`src/rtl/fp_align_sequencer.sv`:
```
`default_nettype none
// ============================================================================
// fp_align_sequencer : orders two FP operands by magnitude and right-aligns
// the smaller mantissa through an external shifter.  Rev 1.0
// ============================================================================
module fp_align_sequencer #(
  parameter int Mantissa_Size = 23,
  parameter int Exponent_Size = 8
) (
  input  logic                                   clk,
  input  logic                                   rst_n,
  input  logic                                   start,
  input  logic [Exponent_Size+Mantissa_Size:0]   a,
  input  logic [Exponent_Size+Mantissa_Size:0]   b,
  output logic                                   busy,
  output logic                                   valid,
  output logic                                   big_sign,
  output logic                                   small_sign,
  output logic [Exponent_Size-1:0]               exp_out,
  output logic [Mantissa_Size:0]                 big_mant,
  output logic [Mantissa_Size:0]                 small_mant,
  output logic                                   sticky,
  output logic                                   swapped,
  output logic                                   err,
  output logic                                   sh_enable,
  output logic                                   sh_load,
  output logic                                   sh_direction,
  output logic [Exponent_Size-1:0]               sh_no_of_shifts,
  output logic [Mantissa_Size:0]                 sh_unshifted,
  input  logic [Mantissa_Size:0]                 sh_shifted,
  input  logic                                   sh_done
);

  localparam int M    = Mantissa_Size;
  localparam int E    = Exponent_Size;
  localparam int W    = 1 + E + M;
  localparam int MW   = M + 1;
  localparam int WD_W = $clog2(M + 4);
  localparam logic [WD_W-1:0] WD_LAST = WD_W'(M + 3);

  typedef enum logic [2:0] {
    IDLE  = 3'd0,
    CMP   = 3'd1,
    LOAD  = 3'd2,
    SHIFT = 3'd3,
    DONE  = 3'd4
  } state_t;

  state_t state, state_nx;

  logic [W-1:0]    a_reg, b_reg;
  logic [MW-1:0]   small_unsh;
  logic [E-1:0]    diff_reg;
  logic [WD_W-1:0] wd_cnt;

  logic            b_bigger;
  logic [W-1:0]    big_op, small_op;
  logic [E-1:0]    big_exp, small_exp, diff;
  logic [MW-1:0]   big_m, small_m, low_mask;
  logic            diff_far, sticky_near, wd_expired;

  // Exponent and fraction are contiguous, so one unsigned compare orders magnitudes.
  always_comb begin
    b_bigger    = b_reg[W-2:0] > a_reg[W-2:0];
    big_op      = b_bigger ? b_reg : a_reg;
    small_op    = b_bigger ? a_reg : b_reg;
    big_exp     = big_op[W-2:M];
    small_exp   = small_op[W-2:M];
    big_m       = {|big_exp, big_op[M-1:0]};
    small_m     = {|small_exp, small_op[M-1:0]};
    diff        = big_exp - small_exp;
    diff_far    = int'(diff) >= MW;
    low_mask    = ~({MW{1'b1}} << diff);
    sticky_near = |(small_m & low_mask);
    wd_expired  = wd_cnt == WD_LAST;
  end

  always_ff @(posedge clk or negedge rst_n) begin
    if (!rst_n) state <= IDLE;
    else        state <= state_nx;
  end

  always_comb begin
    state_nx  = state;
    busy      = 1'b1;
    valid     = 1'b0;
    sh_enable = 1'b0;
    sh_load   = 1'b0;
    case (state)
      IDLE: begin
        busy = 1'b0;
        if (start) state_nx = CMP;
      end
      CMP: begin
        if (diff == '0 || diff_far) state_nx = DONE;
        else                        state_nx = LOAD;
      end
      LOAD: begin
        sh_enable = 1'b1;
        sh_load   = 1'b1;
        state_nx  = SHIFT;
      end
      SHIFT: begin
        sh_enable = 1'b1;
        if (sh_done || wd_expired) state_nx = DONE;
      end
      DONE: begin
        valid    = 1'b1;
        state_nx = IDLE;
      end
      default: state_nx = IDLE;
    endcase
  end

  always_ff @(posedge clk or negedge rst_n) begin
    if (!rst_n) begin
      a_reg      <= '0;
      b_reg      <= '0;
      small_unsh <= '0;
      diff_reg   <= '0;
      wd_cnt     <= '0;
      big_sign   <= 1'b0;
      small_sign <= 1'b0;
      exp_out    <= '0;
      big_mant   <= '0;
      small_mant <= '0;
      sticky     <= 1'b0;
      swapped    <= 1'b0;
      err        <= 1'b0;
    end else begin
      case (state)
        IDLE: begin
          if (start) begin
            a_reg <= a;
            b_reg <= b;
          end
        end
        CMP: begin
          swapped    <= b_bigger;
          big_sign   <= big_op[W-1];
          small_sign <= small_op[W-1];
          exp_out    <= big_exp;
          big_mant   <= big_m;
          small_unsh <= small_m;
          diff_reg   <= diff;
          err        <= 1'b0;
          if (diff == '0) begin
            small_mant <= small_m;
            sticky     <= 1'b0;
          end else if (diff_far) begin
            small_mant <= '0;
            sticky     <= |small_m;
          end else begin
            small_mant <= '0;
            sticky     <= sticky_near;
          end
        end
        LOAD: wd_cnt <= '0;
        SHIFT: begin
          if (sh_done) begin
            small_mant <= sh_shifted;
          end else if (wd_expired) begin
            small_mant <= '0;
            sticky     <= 1'b1;
            err        <= 1'b1;
          end else begin
            wd_cnt <= wd_cnt + 1'b1;
          end
        end
        default: ;
      endcase
    end
  end

  assign sh_direction    = 1'b1;
  assign sh_no_of_shifts = diff_reg;
  assign sh_unshifted    = small_unsh;

endmodule
`default_nettype wire

```
`config.mk`:
```
export PLATFORM = sky130hd
export DESIGN_NAME = fp_align_sequencer
export DESIGN_NICKNAME = d
export VERILOG_FILES = /design/src/rtl/fp_align_sequencer.sv
export SDC_FILE = /design/constraint.sdc
export NUM_CORES = 1
export LEC_CHECK = 0
export ABC_AREA = 0
export BUFFER_PORTS_ARGS = -buffer_cell sky130_fd_sc_hd__clkbuf_2
export CELL_PAD_IN_SITES_DETAIL_PLACEMENT = 0
export CELL_PAD_IN_SITES_GLOBAL_PLACEMENT = 1
export CORE_MARGIN = 1.5
export CORE_UTILIZATION = 44
export CTS_BUF_LIST = sky130_fd_sc_hd__clkbuf_8 sky130_fd_sc_hd__clkbuf_16
export CTS_CLUSTER_DIAMETER = 40
export DETAILED_ROUTE_END_ITERATION = 10
export GPL_ROUTABILITY_DRIVEN = 0
export PLACE_DENSITY_LB_ADDON = 0.1
export RECOVER_POWER = 50
export SLEW_MARGIN = 10
export SYNTH_ARGS = -nofsm -noshare
export SYNTH_HDL_FRONTEND = slang
export SYNTH_SLANG_ARGS = --single-unit
```
`constraint.sdc`:
```
create_clock -name clk -period 8.5 [get_ports clk]
set_input_delay 1.275 -clock clk [delete_from_list [all_inputs] [get_ports clk]]
set_output_delay 1.275 -clock clk [all_outputs]
set_load 0.01 [all_outputs]
```
==> results.md, run 1 <==
- Outcome: finished with violations
- Violated checks: capacitance limit, slew limit
- Register area share after synthesis: 48.2%
- WP buf/inv: 1
- Worst-margin pin slew: 5.22 ns
- Yosys cell types: 75
- Worst relative slew slack: -248%
- Startpoint type of the worst setup path: input port
- Largest net degree at the start of global routing: 133
- Top cells by count, synth: dfrtp_1 (165), nand2_1 (139), o21ai_0 (111)
- Vias post-DR: 7214
- Final Setup Violations: 0
- Crit path largest cell delay: 3.59 ns
- Total Wirelength: 23700 µm
- Area contributors post-synth: dfrtp_1 (48%), o21ai_0 (6.5%), nand2_1 (6.1%)
- Antenna Nets Post-Route: 0
- Initial Util: 45.3%
- Clock Path Buffers: 2
- Initial antenna violation count: 0
- CTS tree: done
- Reg2Reg Depth: 15
- # H-tree levels: 4
- Min-delay worst type: register to register
- Top cell type's share of synthesized area: 48.2%
- Ys Warns: 0
- CP cell instances: clkbuf_1
- Placed Area: 9670 µm²
- # IOs: 190
- Crit. End Element: async pin
- Final slew viol count: 238
- Setup TNS: 0 ns
- P&R area growth vs syn: 17.9%
- Most common cell in the netlist: dfrtp_1
- Final #Nets: 1215
- Clk_lat worst skew: 0.43 ns
- Fmax: 177 MHz
- CP top delay family: buffers and inverters
- R2R Setup Slk: 3.48 ns
- Crit Path Class: input port to async pin
- Final instance area: 10100 µm²
- Unrepaired setup endpoints after global routing: no
- Port-buffer cells: 188
- Top_reg_cell synth: dfrtp_1
- Seq cells post-synth: 165
- Hold depth: 2
- Share of cells above drive strength 1: 16.2%
- Area leader, netlist: dfrtp_1
- Antenna Cells: 0
- Grt ovf: 0
- Clk root buf: clkbuf_16
- Hold Startpoint: big_mant[9]
- Vias per cell: 5.30
- Clk_skew: 0.0129 ns
- Netlist Area Pre-Place: 8570 µm²
- Post-CTS sizing: 0
- Hold Path End: big_mant[9]
- Core area: 18900 µm²
- RR Endpoint: small_mant[23]
- Worst EP required: 7.78 ns
- Die H: 143 µm
- Number of buffers created by CTS: 17
- DRT iter0 DRCs: 441
- Setup Buffers After CTS: 0
- CTS clk-pin slew, worst paths: 0.07 ns
- Crit path time final: 5.66 ns
- Rows: 50
- CTS sink cnt: 165
- Max cap viols: 3
- Data arrival time of the worst path: 4.95 ns
- Final worst-path cycle share: 66.6%
- Crit path max fanout: 96
- Vias in the first global route: 6661
- Mapped Nets: 1057
- Worst R2R Start: a_reg[26]
- Hold_buf cts: 0
- Routed WL per cell: 17.4 µm
- Asr flop ratio synth: 100%
- Gr usage total: 23.8%
- Die area: 20300 µm²
- Post-synth EDFFs: 0
- First-pass GRT wire length: 36900 µm
- Fin. Hold Viols: 0
- Post-route DRC: 0
- Crit path max-delay cell type: clkbuf_1
- Mapped Cells: 931
- Avg Synthesized Cell Area: 9.20 µm²
- TritonRoute pass-1 iters: 5
- DP HPWL: 17200 µm
- Die Wd: 143 µm
==> layout make-up <==
type / count / area [µm²]
Clock inverter: 14 / 106
Timing Repair Buffer: 193 / 876
Multi-Input combinational cell: 673 / 4080
Fill cell: 1853 / 8790
Sequential cell: 165 / 4130
Clock buffer: 18 / 439
Tap cell: 260 / 325
Inverter: 39 / 146
==> per-stage QoR <==
stage          instances  worst slack (ns)  utilization (%)  hold slack [ns]
2_1_floorplan        931              3.41                -            0.502
3_3_place_gp        1329              3.57             51.2            0.462
3_5_place_dp        1329              3.47             51.2            0.470
4_1_cts             1361              3.45             54.0            0.486
5_1_grt             1362              1.87             53.5            0.505
6_report            1362              2.84             53.5            0.478
==> tightest hold or removal path, cell delays in order, from the launching register on <==
cell	delay, ns
dfrtp_1	0.34
nand2_1	0.04
o21ai_0	0.06
==> logic make-up after synthesis <==
logic type | count (synthesis) | share of synthesized area, %
adders and majority gates | 35 | 5.08
AOI/OAI and AO/OA | 293 | 20.4
muxes | 39 | 5.04
DFF | 165 | 48.2
and+or+nand+nor | 295 | 15.6
xor gates and xnor gates | 10 | 1.20
other | 1 | 0.0438
buffers and inverters | 93 | 4.41
==> cells in the final DEF, fill, tap and decap left out, drive strengths merged, types with 3 or more instances in the layout <==
cell type  Yosys  routed
and2           4       4
or3            5       5
a21boi         4       4
buf           16       4
a41oi          3       3
o22ai          3       3
nor2b          9       9
inv           39      43
dfrtp        165     165
mux2          33      33
clkinvlp       0       4
and3           4       4
xor2           6       6
nor2          77      77
xnor2          4       4
ha            34      34
mux2i          6       6
nand3         12      12
clkinv         0       6
a31oi          3       3
nand2b         5       5
o21a          18      18
o211ai        19      19
o21ai        112     112
a2bb2oi       10      10
and4           3       3
nor4           7       7
a221oi         3       3
a21o           3       3
a21oi         93      93
a211oi         3       3
o31ai          4       4
clkbuf        38     207
nand2        140     140
nand4         11      11
nor3           7       7
==> how the worst max path moves through the flow <==
stage,start,endpoint,cells after the start
CTS,a_reg[26],small_mant[23],15
detailed placement,a_reg[26],small_mant[23],15
global route,rst_n,a_reg[27],2
finish,rst_n,a_reg[5],1
floorplan,a_reg[26],sticky,24
global placement,a_reg[25],small_mant[23],15
==> metal layers <==
metal	global-route usage [%]	share of wire [%]	wire, µm
met1	35.5	50	11900
met2	35.1	43	10300
met3	4.74	4.9	1170
met4	6.67	1.7	393
met5	0	0	0
Power of run 1 is left out: the tool's default activity adds up to more than one toggle a clock period on the data nets, which glitch-free logic cannot reach.
==> run 2: changes to the inputs <==
- ABC_AREA: 0 -> 1
- CORE_UTILIZATION: 44 -> 40
- clock period: 8.5 -> 5.5 ns (I/O delays scaled with it)
==> run 2 against run 1 <==
Effect of this change:
- the flow still finishes with violations (capacitance limit, slew limit)
- synthesized cell count increased by 26%
- routed wire length increased by 9.8%
- non-clock buffer count increased by 3
- sequential share of layout area decreased by 1.8 points
- design area increased by 4.6%
==> results.md, run 2 <==
- Crit path max-delay cell type: nand2_4
- Fmax: 221 MHz
- Area leader, netlist: dfrtp_1
- Clk_lat worst skew: 0.43 ns (about the same)
- Fin. Hold Viols: 0 (unchanged)
- Non-filler cells in the finished layout: 1628 (+20%)
- Gr usage total: 23.0% (-0.77 points)
- Die area: 23200 µm² (+14%)
- Setup Buffers After CTS: 0 (unchanged)
- CTS clk-pin slew, worst paths: 0.07 ns (about the same)
- Violated checks: capacitance limit, slew limit
- Total Wirelength: 26000 µm (+9.8%)
- Port-buffer cells: 188 (unchanged)
- Post-route DRC: 0 (unchanged)
- Clk_skew: 0.0141 ns (+0.00125 ns)
- Crit. End Element: register
- Largest net degree at the start of global routing: 92 (-31%)
- Startpoint type of the worst setup path: register
- CTS tree: done
- Top cells by count, synth: nand2_1 (266), dfrtp_1 (165), a21oi_1 (149)
- Number of buffers created by CTS: 17 (unchanged)
- Worst EP required: 5.80 ns (-1.98 ns)
- Global Route met1 Usage: 33.2% (-2.2 points)
- Setup TNS: 0 ns (unchanged)
- Mapped Nets: 1298 (+23%)
- Die H: 152 µm (+6.9%)
- Cell repeated most along the worst path: nand2_1
- Final slew viol count: 85 (-64%)
- # IOs: 190 (unchanged)
- Yosys cell types: 44 (-41%)
- Asr flop ratio synth: 100% (unchanged)
- TritonRoute pass-1 iters: 5 (unchanged)
- Crit path time final: 4.53 ns
- Vias post-DR: 8035 (+11%)
- CTS sink cnt: 165 (unchanged)
- Worst relative slew slack: -166% (+82 points)
- P&R area growth vs syn: 18.4%
- Die Wd: 152 µm (+6.9%)
- Mapped Cells: 1172 (+26%)
- Post-synth EDFFs: 0 (unchanged)
- Register area share after synthesis: 46.2% (-2.0 points)
- Min-delay worst type: register to register
- First-pass GRT wire length: 42500 µm (+15%)
- Worst-margin pin slew: 3.98 ns (-1.24 ns)
- GRT met2 Usage: 35.9% (+0.78 points)
- Top cell type's share of synthesized area: 46.2% (-2.0 points)
- Ys Warns: 0 (unchanged)
- Post-CTS sizing: 0 (unchanged)
- Avg Synthesized Cell Area: 7.62 µm² (-17%)
- Crit path largest cell delay: 0.52 ns (-3.07 ns)
- Initial Util: 40.8% (-4.5 points)
- Most common cell in the netlist: nand2_1
- Netlist Area Pre-Place: 8930 µm² (+4.3%)
- Grt met3 use: 4.32% (-0.42 points)
- Final Setup Violations: 0 (unchanged)
- Crit Path Class: register to register
- Outcome: finished with violations
- Antenna Nets Post-Route: 0 (unchanged)
- Core area: 21900 µm² (+16%)
- Antenna Cells: 0 (unchanged)
- Most frequent cells in the layout: nand2_1 (266), dfrtp_1 (165), a21oi_1 (149), inv_1 (138), clkbuf_2 (138)
- Area contributors post-synth: dfrtp_1 (46%), nand2_1 (11%), a21oi_1 (8.3%)
- Routed WL per cell: 16.0 µm (-8.1%)
- Crit path max fanout: 46 (-52%)
- Number of fill cells: 2296 (+24%)
- Final #Nets: 1461 (+20%)
- Vias per cell: 4.94 (-6.8%)
- Unrepaired setup endpoints after global routing: no
- Seq cells post-synth: 165 (unchanged)
- Max cap viols: 1 (-2)
- DP HPWL: 19500 µm (+14%)
- # H-tree levels: 4 (unchanged)
- Clk root buf: clkbuf_16
- Rows: 54 (+8.0%)
- Grt ovf: 0 (unchanged)
- Clock Path Buffers: 2 (unchanged)
- Gr busiest metal: met2
- Top_reg_cell synth: dfrtp_1
- FF+latch area: 4130 µm² (unchanged)
- Cell count after placement: 1596 (+20%)
- Hold_buf cts: 0 (unchanged)
- Final worst-path cycle share: 82.4%
- Share of cells above drive strength 1: 15.9% (-0.37 points)
- Vias in the first global route: 7764 (+17%)
- Commonest non-fill, non-tap cell in the layout: nand2_1
- Data arrival time of the worst path: 4.84 ns (-0.11 ns)
- Multi-input gate area: 4050 µm² (-0.67%)
- Initial antenna violation count: 0 (unchanged)
- DRT iter0 DRCs: 471 (+6.8%)
-- run 2: cell count changes in the layout (fill, tap and decap cells not counted), moves of 28 or more --
cell,previous run,this run
clkbuf_1,96,49
nor2_1,74,125
mux2_2,33,5
clkbuf_2,93,138
a21oi_1,92,149
nand2_1,139,266
inv_1,40,138
nand3_1,12,60
-- run 2: metal layers --
| layer | share of wire [%] | vias up |
|---|---|---|
| met5 | 0 | - |
| met2 | 45 | 194 |
| li1 | - | 4123 |
| met4 | 1.4 | 0 |
| met1 | 50 | 3694 |
| met3 | 4.5 | 24 |
-- run 2: cell families after synthesis --
family	share of synthesized area [%]
AOI/OAI and AO/OA	15.1
xor gates and xnor gates	0.280
adders and majority gates	4.76
buffers and inverters	8.53
DFF	46.2
muxes	0.630
other	0.0420
and+or+nand+nor	24.4
-- run 2: stage by stage --
| step | utilization (%) | hold slack, ns | instance area (µm²) | setup WS, ns |
|---|---|---|---|---|
| 3_3_place_gp | 46.0 | 0.463 | 10100 | 1.06 |
| 2_1_floorplan | - | 0.486 | 8930 | 2.30 |
| 6_report | 48.3 | 0.479 | 10600 | 0.965 |
| 4_1_cts | 48.6 | 0.472 | 10600 | 0.942 |
| 3_5_place_dp | 46.0 | 0.468 | 10100 | 0.959 |
| 5_1_grt | 48.3 | 0.493 | 10600 | 0.153 |
-- run 2: path summary, 6_finish.rpt --
path | cells past startpoint | slack [ns] | from | end
min in group asynchronous | 1 | 2.00 | rst_n | wd_cnt[2]
setup reg to reg | 28 | 0.97 | a_reg[12] | sticky
max in group asynchronous | 2 | 1.04 | rst_n | small_mant[0]
setup / recovery | 28 | 0.97 | a_reg[12] | sticky
hold reg to reg | 2 | 0.48 | big_mant[19] | big_mant[19]
hold / removal | 2 | 0.48 | big_mant[19] | big_mant[19]
-- run 2: cell type report --
| class | instances | share of cell area (%) |
|---|---|---|
| sequential | 165 | 39.1 |
| multi-input combinational | 812 | 38.3 |
| tap | 280 | 3.31 |
| clock buffer | 17 | 4.02 |
| timing repair buffer | 196 | 8.94 |
| inverter | 143 | 5.09 |
| clock inverter | 15 | 1.24 |
-- run 2: critical path, delay by kind of cell, from the launching register on --
family	cells	cell delay [ns]
DFF	1	0.34
adders and majority gates	2	0.48
AOI/OAI and AO/OA	1	0.14
and+or+nand+nor	23	3.30
buffers and inverters	2	0.14
Power of run 2 is left out for the same reason.
==> run 3: changes to the inputs <==
- ABC_AREA: 1 -> 0
- CORE_UTILIZATION: 40 -> 41
- clock period: 5.5 -> 4.3 ns (I/O delays scaled with it)
==> run 3 against run 2 <==
Effect of this change:
- the flow still finishes with violations (capacitance limit, slew limit)
- via count fell by 5.8%
- fmax grew 5.5%
- count of clock-buffer cells in the layout grew 1
- first-iteration DRC count fell by 13%
- flip-flop and latch count did not move
- non-clock buffer count rose by 68
- global-route usage up 0.87 points
- register-to-register slack worse by 0.96 ns
- routed wire length down 1.2%
- sequential share of layout area decreased by 1.5 points
==> results.md, run 3 (synthesis gave the netlist of run 1 again) <==
- Metal2 WL: 11200 µm (-3.7%)
- Die area: 21800 µm² (-6.3%)
- Share of cells above drive strength 1: 29.0% (+13 points)
- Core area: 20400 µm² (-7.0%)
- Violated checks: capacitance limit, slew limit
- Post-route DRC: 0 (unchanged)
- Die H: 148 µm (-3.2%)
- Gr usage total: 23.9% (+0.87 points)
- Worst setup margin: 0.00102 ns (-0.964 ns)
- Hold WS: 0.410 ns (-0.0684 ns)
- Min-delay worst type: input port to register
- Antenna Nets Post-Route: 0 (unchanged)
- Final #Nets: 1286 (-12%)
- Routed WL per cell: 17.8 µm (+12%)
- Crit path time final: 4.30 ns (-0.236 ns)
- Clk root buf: clkbuf_16
- Setup TNS: 0 ns (unchanged)
- Clock Path Buffers: 2 (unchanged)
- CTS clk-pin slew, worst paths: 0.07 ns (about the same)
- TritonRoute pass-1 iters: 4 (-1)
- Worst relative slew slack: -74.8% (+91 points)
- Worst slack after detailed placement: -0.0133 ns (-0.972 ns)
- Outcome: finished with violations
- Max cap viols: 1 (unchanged)
- Crit. End Element: register
- Final design utilization: 54.0% (+5.8 points)
- Port-buffer cells: 188 (unchanged)
- DP HPWL: 18500 µm (-5.4%)
- Largest net degree at the start of global routing: 103 (+12%)
- Commonest non-fill, non-tap cell in the layout: dfrtp_1
- Initial antenna violation count: 0 (unchanged)
- Vias post-DR: 7572 (-5.8%)
- Unrepaired setup endpoints after global routing: yes
- Met3 wire length: 1320 µm (+11%)
- Die Wd: 148 µm (-3.2%)
- Number of buffers created by CTS: 17 (unchanged)
- Wl on met1: 12700 µm (-1.9%)
- CTS tree: done
- Data arrival time of the worst path: 4.58 ns (-0.26 ns)
- Antenna Cells: 0 (unchanged)
- # H-tree levels: 4 (unchanged)
- Top Layer Used: met4
- # IOs: 190 (unchanged)
- Rows: 52 (-3.7%)
- Final slew viol count: 103 (+21%)
- Initial Util: 42.1% (+1.3 points)
- Fmax: 233 MHz (+5.5%)
- Grt ovf: 0 (unchanged)
- Vias per cell: 5.25 (+6.4%)
- Total Wirelength: 25700 µm (-1.2%)
- Crit path max fanout: 6 (-87%)
- Reg2Reg Depth: 19 (-32%)
- Final worst-path cycle share: 100% (+18 points)
- Worst EP required: 4.58 ns (-1.22 ns)
- Clk_skew: 0.0117 ns (-0.00247 ns)
- First-pass GRT wire length: 40300 µm (-5.1%)
- Startpoint type of the worst setup path: register
- Final Setup Violations: 0 (unchanged)
- P&R area growth vs syn: 28.5%
- CTS sink cnt: 165 (unchanged)
- Vias in the first global route: 7223 (-7.0%)
- Hold depth: 3 (+1)
- Clk_lat worst skew: 0.44 ns (about the same)
- Crit Path Class: register to register
- DRT iter0 DRCs: 411 (-13%)
- Most frequent cells in the layout: dfrtp_1 (165), clkbuf_2 (153), nand2_1 (139), o21ai_0 (111), a21oi_1 (89)
- Fin. Hold Viols: 0 (unchanged)
- Worst-margin pin slew: 2.62 ns (-1.36 ns)
## run 3: changes by cell type in the layout (fill, tap and decap cells not counted), moves of 11 or more
cell / before / now
o211ai_1: 2 / 19
nand3_1: 60 / 12
a21oi_1: 149 / 89
o21a_1: 1 / 18
nand2_1: 266 / 139
o21ai_0: 100 / 111
mux2_2: 5 / 33
clkbuf_1: 49 / 35
clkbuf_2: 138 / 153
inv_1: 138 / 38
nor2_1: 125 / 74
buf_4: 7 / 72
## run 3: worst paths after layout
path,from,endpoint,slack (ns)
min reg2reg,big_mant[17],big_mant[17],0.48
max,a_reg[29],sticky,0.001
min,a[7],a_reg[7],0.41
max in group asynchronous,rst_n,b_reg[2],0.73
min in group asynchronous,rst_n,sh_unshifted[12],0.99
max reg2reg,a_reg[29],sticky,0.001
## run 3: cell type report
class | count | area (µm²)
clock buffer | 18 | 439
clock inverter | 13 | 159
fill | 1937 | 9360
inverter | 39 | 146
multi-input combinational | 673 | 4280
sequential | 165 | 4130
tap | 270 | 338
timing repair buffer | 264 | 1510
## run 3: repair_timing
| action | 4_1_cts | 5_1_grt |
|---|---|---|
| setup endpoints to repair | 25 | 27 |
| gates resized for setup | 1 | 12 |
| setup buffers | 0 | 12 |
| hold buffers | 0 | 0 |
| gates cloned | 0 | 2 |
| pin swaps | 0 | 10 |
## run 3: worst max-delay path, stage by stage (launching register included)
cell and delay [ns]:
dfrtp_1 0.36, inv_2 0.08, ha_4 0.31, nand4_1 0.25, nor4_2 0.36, and2b_1 0.20, a21boi_4 0.21, nor2_4 0.06
mux2i_1 0.12, ha_2 0.21, a21oi_2 0.12, and2_1 0.14, a32oi_1 0.07, a32oi_2 0.32, o22ai_2 0.13, xnor2_2 0.23
a41oi_1 0.14, or4b_1 0.49, o31ai_2 0.24, a221oi_2 0.11
## run 3: routing by layer
layer / global-route usage, % / vias up
li1: - / 3736
met1: 35.4 / 3569
met2: 35.4 / 234
met3: 3.70 / 33
met4: 8.75 / 0
met5: 0 / -
## run 3: metrics by stage
stage,std cells,cell area [µm²]
2_1_floorplan,931,8730
3_3_place_gp,1397,10300
3_5_place_dp,1397,10300
4_1_cts,1428,10900
5_1_grt,1442,11000
6_report,1442,11000
Power of run 3 is left out for the same reason.
